### src/rtl/wb_spi_pkg.sv
`default_nettype none
// ============================================================================
//  Module      : wb_spi_pkg
//  Description : Shared definitions for the Wishbone SPI controller:
//                register addresses, STATUS/CTRL bit positions, shifter FSM
//                state encoding and the Wishbone/SPI bundle types used on the
//                top-level ports.
//  Revision    : 1.0 - initial release
// ============================================================================
package wb_spi_pkg;

  // Register map (Wishbone word address)
  localparam logic [1:0] WB_SPI_DATA   = 2'd0;
  localparam logic [1:0] WB_SPI_STATUS = 2'd1;
  localparam logic [1:0] WB_SPI_CTRL   = 2'd2;

  // STATUS bit positions
  localparam int STATUS_BUSY     = 0;
  localparam int STATUS_RX_VALID = 1;
  localparam int STATUS_OVERRUN  = 2;

  // CTRL bit positions
  localparam int CTRL_CS_LEVEL  = 0;
  localparam int CTRL_CS_MANUAL = 1;
  localparam int CTRL_IE        = 2;

  // Shifter FSM states
  typedef enum logic [1:0] {
    IDLE = 2'd0,
    LOW  = 2'd1,
    HIGH = 2'd2,
    DONE = 2'd3
  } spi_state_e;

  // Wishbone controller -> peripheral signals
  typedef struct packed {
    logic       cyc;
    logic       stb;
    logic       we;
    logic [1:0] adr;
    logic [7:0] dat;
  } iWishbone_Ctrl;

  // Wishbone peripheral -> controller signals
  typedef struct packed {
    logic       ack;
    logic [7:0] dat;
  } iWishbone_Peri;

  // SPI controller-driven lines
  typedef struct packed {
    logic sck;
    logic csn;
    logic sdo;
  } iSpi_Ctrl;

  // SPI peripheral-driven lines
  typedef struct packed {
    logic sdi;
  } iSpi_Peri;

endpackage
`default_nettype wire

### src/rtl/wb_spi_shifter.sv
`default_nettype none
// ============================================================================
//  Module      : wb_spi_shifter
//  Description : SPI mode-0 byte engine: SCK divider, IDLE/LOW/HIGH/DONE FSM
//                and 8-bit MSB-first shift registers.
//  Revision    : 1.0 - initial release
//
//  Ports
//    clk      in   system clock
//    rst      in   asynchronous active-high reset
//    start    in   one-cycle request, honoured only in IDLE
//    tx_byte  in   byte to transmit, captured on start
//    sdi      in   serial data from the peripheral
//    busy     out  high from LOW entry through DONE (drives auto chip select)
//    done     out  one-cycle pulse while in DONE; rx_byte is complete
//    rx_byte  out  received byte
//    sck      out  serial clock (high only in HIGH)
//    sdo      out  serial data to the peripheral (0 outside LOW/HIGH)
//
//  Parameters
//    CLK_DIV  clk cycles per SCK half-period (>=1)
// ============================================================================
module wb_spi_shifter
  import wb_spi_pkg::*;
#(
  parameter int CLK_DIV = 4
) (
  input  logic       clk,
  input  logic       rst,
  input  logic       start,
  input  logic [7:0] tx_byte,
  input  logic       sdi,
  output logic       busy,
  output logic       done,
  output logic [7:0] rx_byte,
  output logic       sck,
  output logic       sdo
);

  localparam int DIV_W = $clog2(CLK_DIV + 1);
  // Counter runs CLK_DIV-1 down to 0, so each phase lasts CLK_DIV cycles.
  localparam logic [DIV_W-1:0] c_div_load = DIV_W'(CLK_DIV - 1);

  spi_state_e       r_state;
  spi_state_e       w_state_nxt;
  logic [DIV_W-1:0] r_div;
  logic [2:0]       r_bit_cnt;
  logic [7:0]       r_tx_shift;
  logic [7:0]       r_rx_shift;
  logic             w_div_end;

  assign w_div_end = (r_div == '0);
  assign rx_byte   = r_rx_shift;

  // Next-state and output decode
  always_comb begin
    w_state_nxt = r_state;
    busy        = 1'b0;
    done        = 1'b0;
    sck         = 1'b0;
    sdo         = 1'b0;
    case (r_state)
      IDLE: begin
        if (start) w_state_nxt = LOW;
      end
      LOW: begin
        busy = 1'b1;
        sdo  = r_tx_shift[7];
        if (w_div_end) w_state_nxt = HIGH;
      end
      HIGH: begin
        busy = 1'b1;
        sck  = 1'b1;
        sdo  = r_tx_shift[7];
        if (w_div_end) w_state_nxt = (r_bit_cnt == 3'd0) ? DONE : LOW;
      end
      DONE: begin
        busy        = 1'b1;
        done        = 1'b1;
        w_state_nxt = IDLE;
      end
      default: w_state_nxt = IDLE;
    endcase
  end

  always_ff @(posedge clk or posedge rst) begin
    if (rst) begin
      r_state    <= IDLE;
      r_div      <= '0;
      r_bit_cnt  <= 3'd0;
      r_tx_shift <= 8'h00;
      r_rx_shift <= 8'h00;
    end else begin
      r_state <= w_state_nxt;

      // Divider reloads on every state change and holds at zero otherwise.
      if (w_state_nxt != r_state) begin
        r_div <= c_div_load;
      end else if (!w_div_end) begin
        r_div <= r_div - 1'b1;
      end

      case (r_state)
        IDLE: begin
          if (start) begin
            r_tx_shift <= tx_byte;
            r_bit_cnt  <= 3'd7;
          end
        end
        LOW: begin
          // LOW->HIGH transition is the rising SCK edge: sample sdi here.
          if (w_div_end) r_rx_shift <= {r_rx_shift[6:0], sdi};
        end
        HIGH: begin
          // Falling edge into the next LOW presents the next bit.
          if (w_div_end && (r_bit_cnt != 3'd0)) begin
            r_tx_shift <= {r_tx_shift[6:0], 1'b0};
            r_bit_cnt  <= r_bit_cnt - 3'd1;
          end
        end
        default: ;
      endcase
    end
  end

endmodule
`default_nettype wire

### src/rtl/wb_spi_ctrl.sv
`default_nettype none
// ============================================================================
//  Module      : wb_spi_ctrl
//  Description : Wishbone B4 peripheral driving an SPI bus as controller
//                (mode 0, MSB first, 8-bit frames). Holds the register file,
//                Wishbone decode, chip-select mux, status flags and optional
//                interrupt; the bit engine lives in wb_spi_shifter.
//  Revision    : 1.0 - initial release
//
//  Ports
//    clk    in   system clock
//    rst    in   asynchronous active-high reset
//    wb_c   in   Wishbone cyc/stb/we/adr[1:0]/dat[7:0]
//    wb_p   out  Wishbone ack/dat[7:0]
//    spi_c  out  sck/csn/sdo
//    spi_p  in   sdi
//    irq    out  (only with WB_SPI_CTRL_IRQ_EN) rx_valid & CTRL.ie, registered
//
//  Parameters
//    CLK_DIV  clk cycles per SCK half-period (>=1)
//
//  Build option
//    WB_SPI_CTRL_IRQ_EN  adds the irq port and makes CTRL.ie writable
//
//  Registers
//    0 DATA    W: tx byte / start   R: rx byte, clears rx_valid
//    1 STATUS  R: {overrun, rx_valid, busy}   W: bit2=1 clears overrun
//    2 CTRL    RW: {ie, cs_manual, cs_level}
//    3 reserved, reads 0
// ============================================================================
module wb_spi_ctrl
  import wb_spi_pkg::*;
#(
  parameter int CLK_DIV = 4
) (
  input  logic          clk,
  input  logic          rst,
  input  iWishbone_Ctrl wb_c,
  output iWishbone_Peri wb_p,
  output iSpi_Ctrl      spi_c,
  input  iSpi_Peri      spi_p
`ifdef WB_SPI_CTRL_IRQ_EN
  ,
  output logic          irq
`endif
);

`ifdef WB_SPI_CTRL_IRQ_EN
  localparam logic [2:0] c_ctrl_mask = 3'b111;
`else
  localparam logic [2:0] c_ctrl_mask = 3'b011;
`endif

  logic       r_ack;
  logic [7:0] r_rdat;
  logic [2:0] r_ctrl;
  logic       r_busy;
  logic       r_rx_valid;
  logic       r_overrun;
  logic [7:0] r_rx_byte;
  logic [7:0] r_tx_byte;
  logic       r_start;

  logic       w_req;
  logic       w_wr;
  logic       w_rd;
  logic       w_data_wr;
  logic       w_data_rd;
  logic       w_stat_wr;
  logic       w_ctrl_wr;
  logic       w_start_ok;
  logic       w_busy_nxt;
  logic       w_rx_valid_nxt;
  logic       w_overrun_nxt;
  logic [2:0] w_ctrl_nxt;
  logic [7:0] w_rdat_mux;

  logic       w_sh_busy;
  logic       w_sh_done;
  logic [7:0] w_sh_rx;
  logic       w_sck;
  logic       w_sdo;

  // Wishbone decode: a request is accepted once, in the cycle before ack.
  assign w_req      = wb_c.cyc & wb_c.stb & ~r_ack;
  assign w_wr       = w_req & wb_c.we;
  assign w_rd       = w_req & ~wb_c.we;
  assign w_data_wr  = w_wr & (wb_c.adr == WB_SPI_DATA);
  assign w_data_rd  = w_rd & (wb_c.adr == WB_SPI_DATA);
  assign w_stat_wr  = w_wr & (wb_c.adr == WB_SPI_STATUS);
  assign w_ctrl_wr  = w_wr & (wb_c.adr == WB_SPI_CTRL);
  assign w_start_ok = w_data_wr & ~r_busy;

  // Flag and register next-state. Sets are applied after clears so that a
  // set in the same cycle wins.
  always_comb begin
    w_busy_nxt = r_busy;
    if (w_sh_done)  w_busy_nxt = 1'b0;
    if (w_start_ok) w_busy_nxt = 1'b1;

    w_rx_valid_nxt = r_rx_valid;
    if (w_data_rd) w_rx_valid_nxt = 1'b0;
    if (w_sh_done) w_rx_valid_nxt = 1'b1;

    w_overrun_nxt = r_overrun;
    if (w_stat_wr && wb_c.dat[STATUS_OVERRUN]) w_overrun_nxt = 1'b0;
    if (w_data_wr && r_busy)                   w_overrun_nxt = 1'b1;
    if (w_sh_done && r_rx_valid)               w_overrun_nxt = 1'b1;

    w_ctrl_nxt = r_ctrl;
    if (w_ctrl_wr) w_ctrl_nxt = wb_c.dat[2:0] & c_ctrl_mask;
  end

  // Read mux
  always_comb begin
    w_rdat_mux = 8'h00;
    case (wb_c.adr)
      WB_SPI_DATA:   w_rdat_mux = r_rx_byte;
      WB_SPI_STATUS: w_rdat_mux = {5'b0, r_overrun, r_rx_valid, r_busy};
      WB_SPI_CTRL:   w_rdat_mux = {5'b0, r_ctrl};
      default:       w_rdat_mux = 8'h00;
    endcase
  end

  always_ff @(posedge clk or posedge rst) begin
    if (rst) begin
      r_ack      <= 1'b0;
      r_rdat     <= 8'h00;
      r_ctrl     <= 3'b000;
      r_busy     <= 1'b0;
      r_rx_valid <= 1'b0;
      r_overrun  <= 1'b0;
      r_rx_byte  <= 8'h00;
      r_tx_byte  <= 8'h00;
      r_start    <= 1'b0;
    end else begin
      r_ack      <= w_req;
      // Read data is captured from pre-update register values, so a DATA
      // read coinciding with DONE returns the previous byte.
      r_rdat     <= w_rd ? w_rdat_mux : 8'h00;
      r_ctrl     <= w_ctrl_nxt;
      r_busy     <= w_busy_nxt;
      r_rx_valid <= w_rx_valid_nxt;
      r_overrun  <= w_overrun_nxt;
      r_start    <= w_start_ok;
      if (w_start_ok) r_tx_byte <= wb_c.dat;
      if (w_sh_done)  r_rx_byte <= w_sh_rx;
    end
  end

`ifdef WB_SPI_CTRL_IRQ_EN
  logic r_irq;

  // Tracks the flag values being registered this edge so irq moves in the
  // same cycle as rx_valid.
  always_ff @(posedge clk or posedge rst) begin
    if (rst) begin
      r_irq <= 1'b0;
    end else begin
      r_irq <= w_rx_valid_nxt & w_ctrl_nxt[CTRL_IE];
    end
  end

  assign irq = r_irq;
`endif

  wb_spi_shifter #(
    .CLK_DIV (CLK_DIV)
  ) u_shifter (
    .clk     (clk),
    .rst     (rst),
    .start   (r_start),
    .tx_byte (r_tx_byte),
    .sdi     (spi_p.sdi),
    .busy    (w_sh_busy),
    .done    (w_sh_done),
    .rx_byte (w_sh_rx),
    .sck     (w_sck),
    .sdo     (w_sdo)
  );

  always_comb begin
    wb_p     = '0;
    wb_p.ack = r_ack;
    wb_p.dat = r_rdat;
  end

  // Manual chip select overrides the automatic frame-wide assertion.
  always_comb begin
    spi_c     = '0;
    spi_c.sck = w_sck;
    spi_c.sdo = w_sdo;
    spi_c.csn = r_ctrl[CTRL_CS_MANUAL] ? r_ctrl[CTRL_CS_LEVEL] : ~w_sh_busy;
  end

endmodule
`default_nettype wire

### config.mk
export PLATFORM = sky130hd
export DESIGN_NAME = wb_spi_ctrl
export DESIGN_NICKNAME = d
export VERILOG_FILES = /design/src/rtl/wb_spi_pkg.sv /design/src/rtl/wb_spi_shifter.sv /design/src/rtl/wb_spi_ctrl.sv
export SDC_FILE = /design/constraint.sdc
export NUM_CORES = 1
export LEC_CHECK = 0
export CAP_MARGIN = 20
export CORE_MARGIN = 1.5
export CORE_UTILIZATION = 40
export CTS_BUF_LIST = sky130_fd_sc_hd__clkbuf_8
export DETAILED_ROUTE_END_ITERATION = 12
export PLACE_DENSITY = 0.64
export SYNTH_ARGS = -nofsm -noshare
export SYNTH_HDL_FRONTEND = slang
export SYNTH_SLANG_ARGS = --single-unit
### constraint.sdc
create_clock -name clk -period 5 [get_ports clk]
set_input_delay 0.75 -clock clk [delete_from_list [all_inputs] [get_ports clk]]
set_output_delay 0.75 -clock clk [all_outputs]
set_load 0.005 [all_outputs]
# After elaboration in Yosys (flattened, before gate mapping)

Cells that the tools add are included.

Reductions and logical operators: 17
Bitwise operators: 13
Multiplexer cells: 27
Equality and inequality tests: 9
$add $sub $neg: 2

Operators by type and width:

| operator              | number |
|---|---|
| $mux W8               | 3 |
| $pmux W8 S3           | 1 |
| $pmux W8 S2           | 1 |
| $mux W1               | 12 |
| $mux W3               | 4 |
| $and A1 B1 Y1         | 9 |
| $mux W2               | 4 |
| $pmux W2 S4           | 1 |
| $eq A2 B2 Y1 const B  | 3 |
| $logic_not A3 Y1      | 2 |
| $pmux W3 S2           | 1 |
| $reduce_bool A2 Y1    | 3 |
| $reduce_bool A3 Y1    | 2 |
| $sub A3 B1 Y3 const B | 2 |
| $eq A2 B1 Y1 const B  | 2 |
| $logic_and A1 B1 Y1   | 4 |
| $logic_not A2 Y1      | 2 |
| $ne A2 B2 Y1 const B  | 2 |
| $not A1 Y1            | 4 |
| $reduce_and A3 Y1     | 1 |
| $reduce_or A3 Y1      | 1 |
| $ne A2 B1 Y1 const B  | 1 |
| $ne A2 B2 Y1          | 1 |
| $reduce_and A2 Y1     | 1 |
| $reduce_or A2 Y1      | 1 |

Word-level logic and storage cells: 82
Bits in registers: 55

# Longest topological paths before layout

Word-level depth: 8
Gate-level depth with buffers: 8
Depth with buffers taken out: 6

# Modules after synthesis

From an unflattened synthesis, not the netlist that was laid out.

Cells, all modules: 205
Area total of the unflattened synthesis: 2602.5 um^2

By module, submodules not included:

| module         | times used | area an instance (um^2) | sequential area each (um^2) | cells each |
|---|---|---|---|---|
| wb_spi_shifter | 1          | 1347.5                  | 600.6                       | 115 |
| wb_spi_ctrl    | 1          | 1255.0                  | 775.7                       | 90 |

# Worst setup path before layout

OpenSTA, ideal clock, no wires.

Path type: register to output
Start point: register u_shifter.r_state[0]
End point: output port spi_c[1] (netlist bit)
Setup slack: 3023 ps
Stages on the path, launching flop included: 5
Path buffers: 1
Data required time: 4250 ps
Arrival: 1227 ps
Path through: dfrtp_1 inv_1 ha_1 clkbuf_1 mux2_2

RTL lines:

| item                   | line                 | RTL |
|---|---|---|
| from (decl)            | wb_spi_shifter.sv:44 | `spi_state_e r_state;` |
| from (signal assigned) | wb_spi_shifter.sv:94 | `r_state <= w_state_nxt;` |
| to (decl)              | wb_spi_ctrl.sv:40    | `output iSpi_Ctrl spi_c,` |

==> impl_results.md <==
* Rel. slew slack at a little under half
* PnR worst setup slack at a little under 2000 ps
* First-pass GRT wire length at roughly 7400 um
* Io pins at 28
* Ys flop type: dfrtp_1
* Final min period at 3018 ps
* Async SR Flop Fraction at 100.0%
* Status: complete, no violations
* Critical Path Max Stage Delay at approximately 690 ps
* Synth cell types at 42
* Sequential Power Share at between 40% and 50%
* Pre-CTS setup slack at 2328 ps
* Fin nets at 254
* Top delay family on crit path: buffers and inverters
* Final ANT Viol Nets at 0
* Initial DRC count at 96
* Cts repair resizes at 0
* Slew @ Worst Pin at around 800 ps
* Register bit total from synthesis at 55
* RSZ-0062 raised after global routing: no
* # port buffers at 27
* PD cells at between 500 and 600 nW/um2
* Placed cell areas at 2843 um2
* Post-Place Cells at about 300
* Worst skew pair latency at 310 ps
* Row count at 28
* Final setup TNS at 0 ps
* Net Switching at a little over 0.0005 W
* P_leak at 1.307 nW
* WL met2 at 1834 um
* Final WL at roughly 4300 um
* Crit path launch type: flop
* VDD IR-drop max at between 0.2 and 0.25 mV
* Setup Buffers After CTS at 0
* Required time of the critical path at around 4300 ps
* Die width at 82.83 um
* Clk pin slew, worst setup/hold paths at around 100 ps
* R2r setup slk at between 2000 and 3000 ps
* Clk buf depth at 2
* Comb power frac at roughly a third
* Sw Ratio at about a third
* Clock Sinks at 55
* WL per Instance at 14.01 um
* Hold_buf cts at 0
* CP Class: flop to output pin
* CP Capture Type: output pin
* # H-tree levels at 2
* Via/cell ratio at around 5.1
* Cell Int Power at around 0.001 W
* Final core occ at approximately 50%
* Max-cap violation count at 0
* Num CTS Buffers at 5
* Pins Over Slew Limit at 0
* Cell chain of the critical path: inv_1 > ha_1 > clkdlybuf4s50_1
* Syn_area_per_cell at ~12 um2
* Worst Hold Depth at 1
* Initial core utilization at 42.30%
* Top routing layer in use: met4
* CP Buf/Inv Count at 2
* CP Max Fanout at 18
* Sequential share of the synthesized area at between 50% and 60%
* CTS Root Cell: clkbuf_8
* Die Ht at slightly above 80 um
* Worst Hold Endpoint: r_rdat[5]
* Clock share of power at roughly a fifth
* Slowest CP cell: ha_1
* Final hold violation count at 0
* CTS tree: yes
* Layout cells sized above 1 at between 10% and 20%
* Critical Path AT at 2270 ps
* Synth Cell Area at 2549 um2
* Critical R2R Launch: u_shifter.r_state[0]
* Final Cell Area at roughly 3000 um2
* Initial antenna violation count at 0
* M1 WL at between 2000 and 2500 um
* Post-DP HPWL at approximately 2800 um
* Fill cell count at 562
* Core ar. at 6026 um2
* DR vias at about 1600
* Most frequent cells in the layout: 55 x dfrtp_1, 28 x mux2_2, 27 x clkdlybuf4s50_1
* Clk_skew at around 6.5 ps
* Synth-to-Final Area Change at 15.91%
* Detailed Routing Iterations Pass 1 at 4
* WL met3 at 112 um
* DRC viols at 0
* Reg area at between 1000 and 1500 um2
* Antenna Cells at 0
* Placer's final routability congestion estimate at 0.7921
* Final cell count without fillers at between 300 and 400
* Min-delay src: r_rx_byte[5]
* Fmax at between 300 and 400 MHz
* Period utilization at between 60% and 70%
* EDFF count, synth at 0
* Area of the multi-input gates at roughly 1100 um2
* FF-to-FF End: u_shifter.r_bit_cnt[1]
* Global Route Usage Sum at 13.34%
* Endpoints failing setup at 0
* Vias in the first global route at ~1500
* Die ar. at about 6900 um2
* Post-synth net total at approximately 230
* Worst Hold Class: flop to flop
* Total grt overflow at 0
* Commonest non-fill, non-tap cell in the layout: dfrtp_1
* Pin count of the biggest net entering global routing at 56
* Mapped Cells at 208
* Syn. warnings at 0
* Reg2Reg Depth at 5
power groups by stage:
stage                     clock [W]  combinational, W  sequential (W)
final                      0.000295          0.000532        0.000682
after detailed placement          0          0.000534        0.000692
after floorplan                   0          0.000441        0.000662
after global placement            0          0.000524        0.000688
after global routing       0.000322          0.000603        0.000704
after CTS                  0.000306          0.000536        0.000684
metrics by stage:
step	hold WS [ps]	total power [W]
after global placement	460.8	0.001212
after global routing	506.3	0.001628
after floorplan	438.9	0.001103
final	482.2	0.001509
after detailed placement	461.9	0.001225
after CTS	485.7	0.001527
worst register-to-register path: stages, from the launching register on:
cell,delay [ps]
dfrtp_1,490
inv_1,140
ha_1,690
o21a_1,570
a21oi_1,140
a41oi_1,180
how the worst max path moves through the flow:
stage                                    start        to  slack [ps]  cells past startpoint
after global placement    u_shifter.r_state[0]  spi_c[2]        2370                      3
after CTS                 u_shifter.r_state[0]  spi_c[2]        1990                      3
after detailed placement  u_shifter.r_state[0]  spi_c[2]        2330                      3
final                     u_shifter.r_state[0]  spi_c[2]        1980                      3
after floorplan                            rst     r_ack        2910                      1
after global routing      u_shifter.r_state[0]  spi_c[2]        1840                      3
cells in the mapped netlist (2+ instances only):
cell       count  share of area, %
a21oi_1       14               2.7
a31oi_1        8               2.0
a41oi_1        2              0.69
and2_1         6               1.5
buf_2          5              0.98
buf_4          5               1.5
clkbuf_1       2              0.29
dfrtp_1       55                54
ha_1           8               3.9
inv_1          9               1.3
mux2_2        28                12
mux2i_1       10               3.9
nand2_1        6              0.88
nand2b_1       2              0.49
nor2_1         9               1.3
nor2b_1        6               1.5
nor3_1         2              0.39
o2111ai_1      2              0.69
o21ai_0        5              0.98
or3_1          2              0.49
sequential cells by signal, summed over array words and instances, names as in the netlist, 3 cells and up:
register and count:
u_shifter.r_tx_shift 8, r_rx_byte 8, u_shifter.r_bit_cnt 3, r_tx_byte 8, u_shifter.rx_byte 8, r_rdat 8
u_shifter.r_div 3
logic make-up (layout without fill, tap and decap cells):
group,count (synthesis),in the layout,synth area share (%)
adder cells (fa/ha/maj),8,8,3.928
XOR/XNOR,2,2,0.6874
multiplexers,38,38,16.30
flip-flops,55,55,54.00
buffers and inverters,23,46,4.664
AND/OR/NAND/NOR,39,39,9.475
AO/OA/AOI/OAI,43,43,10.95
routing by layer:
metal	up-vias	GRT usage [%]
li1	782	-
met1	761	19.33
met2	24	19.22
met3	6	3.082
met4	0	5.606
met5	-	0
final cells by class:
| cell class | count | area share, % |
|---|---|---|
| Tap cell | 75 | 3.177 |
| Sequential cell | 55 | 46.59 |
| Inverter | 9 | 1.144 |
| Multi-Input combinational cell | 130 | 35.66 |
| Clock buffer | 5 | 2.330 |
| Clock inverter | 3 | 1.440 |
| Timing Repair Buffer | 29 | 9.657 |
Note: power is estimated with default switching activity, not from simulation.
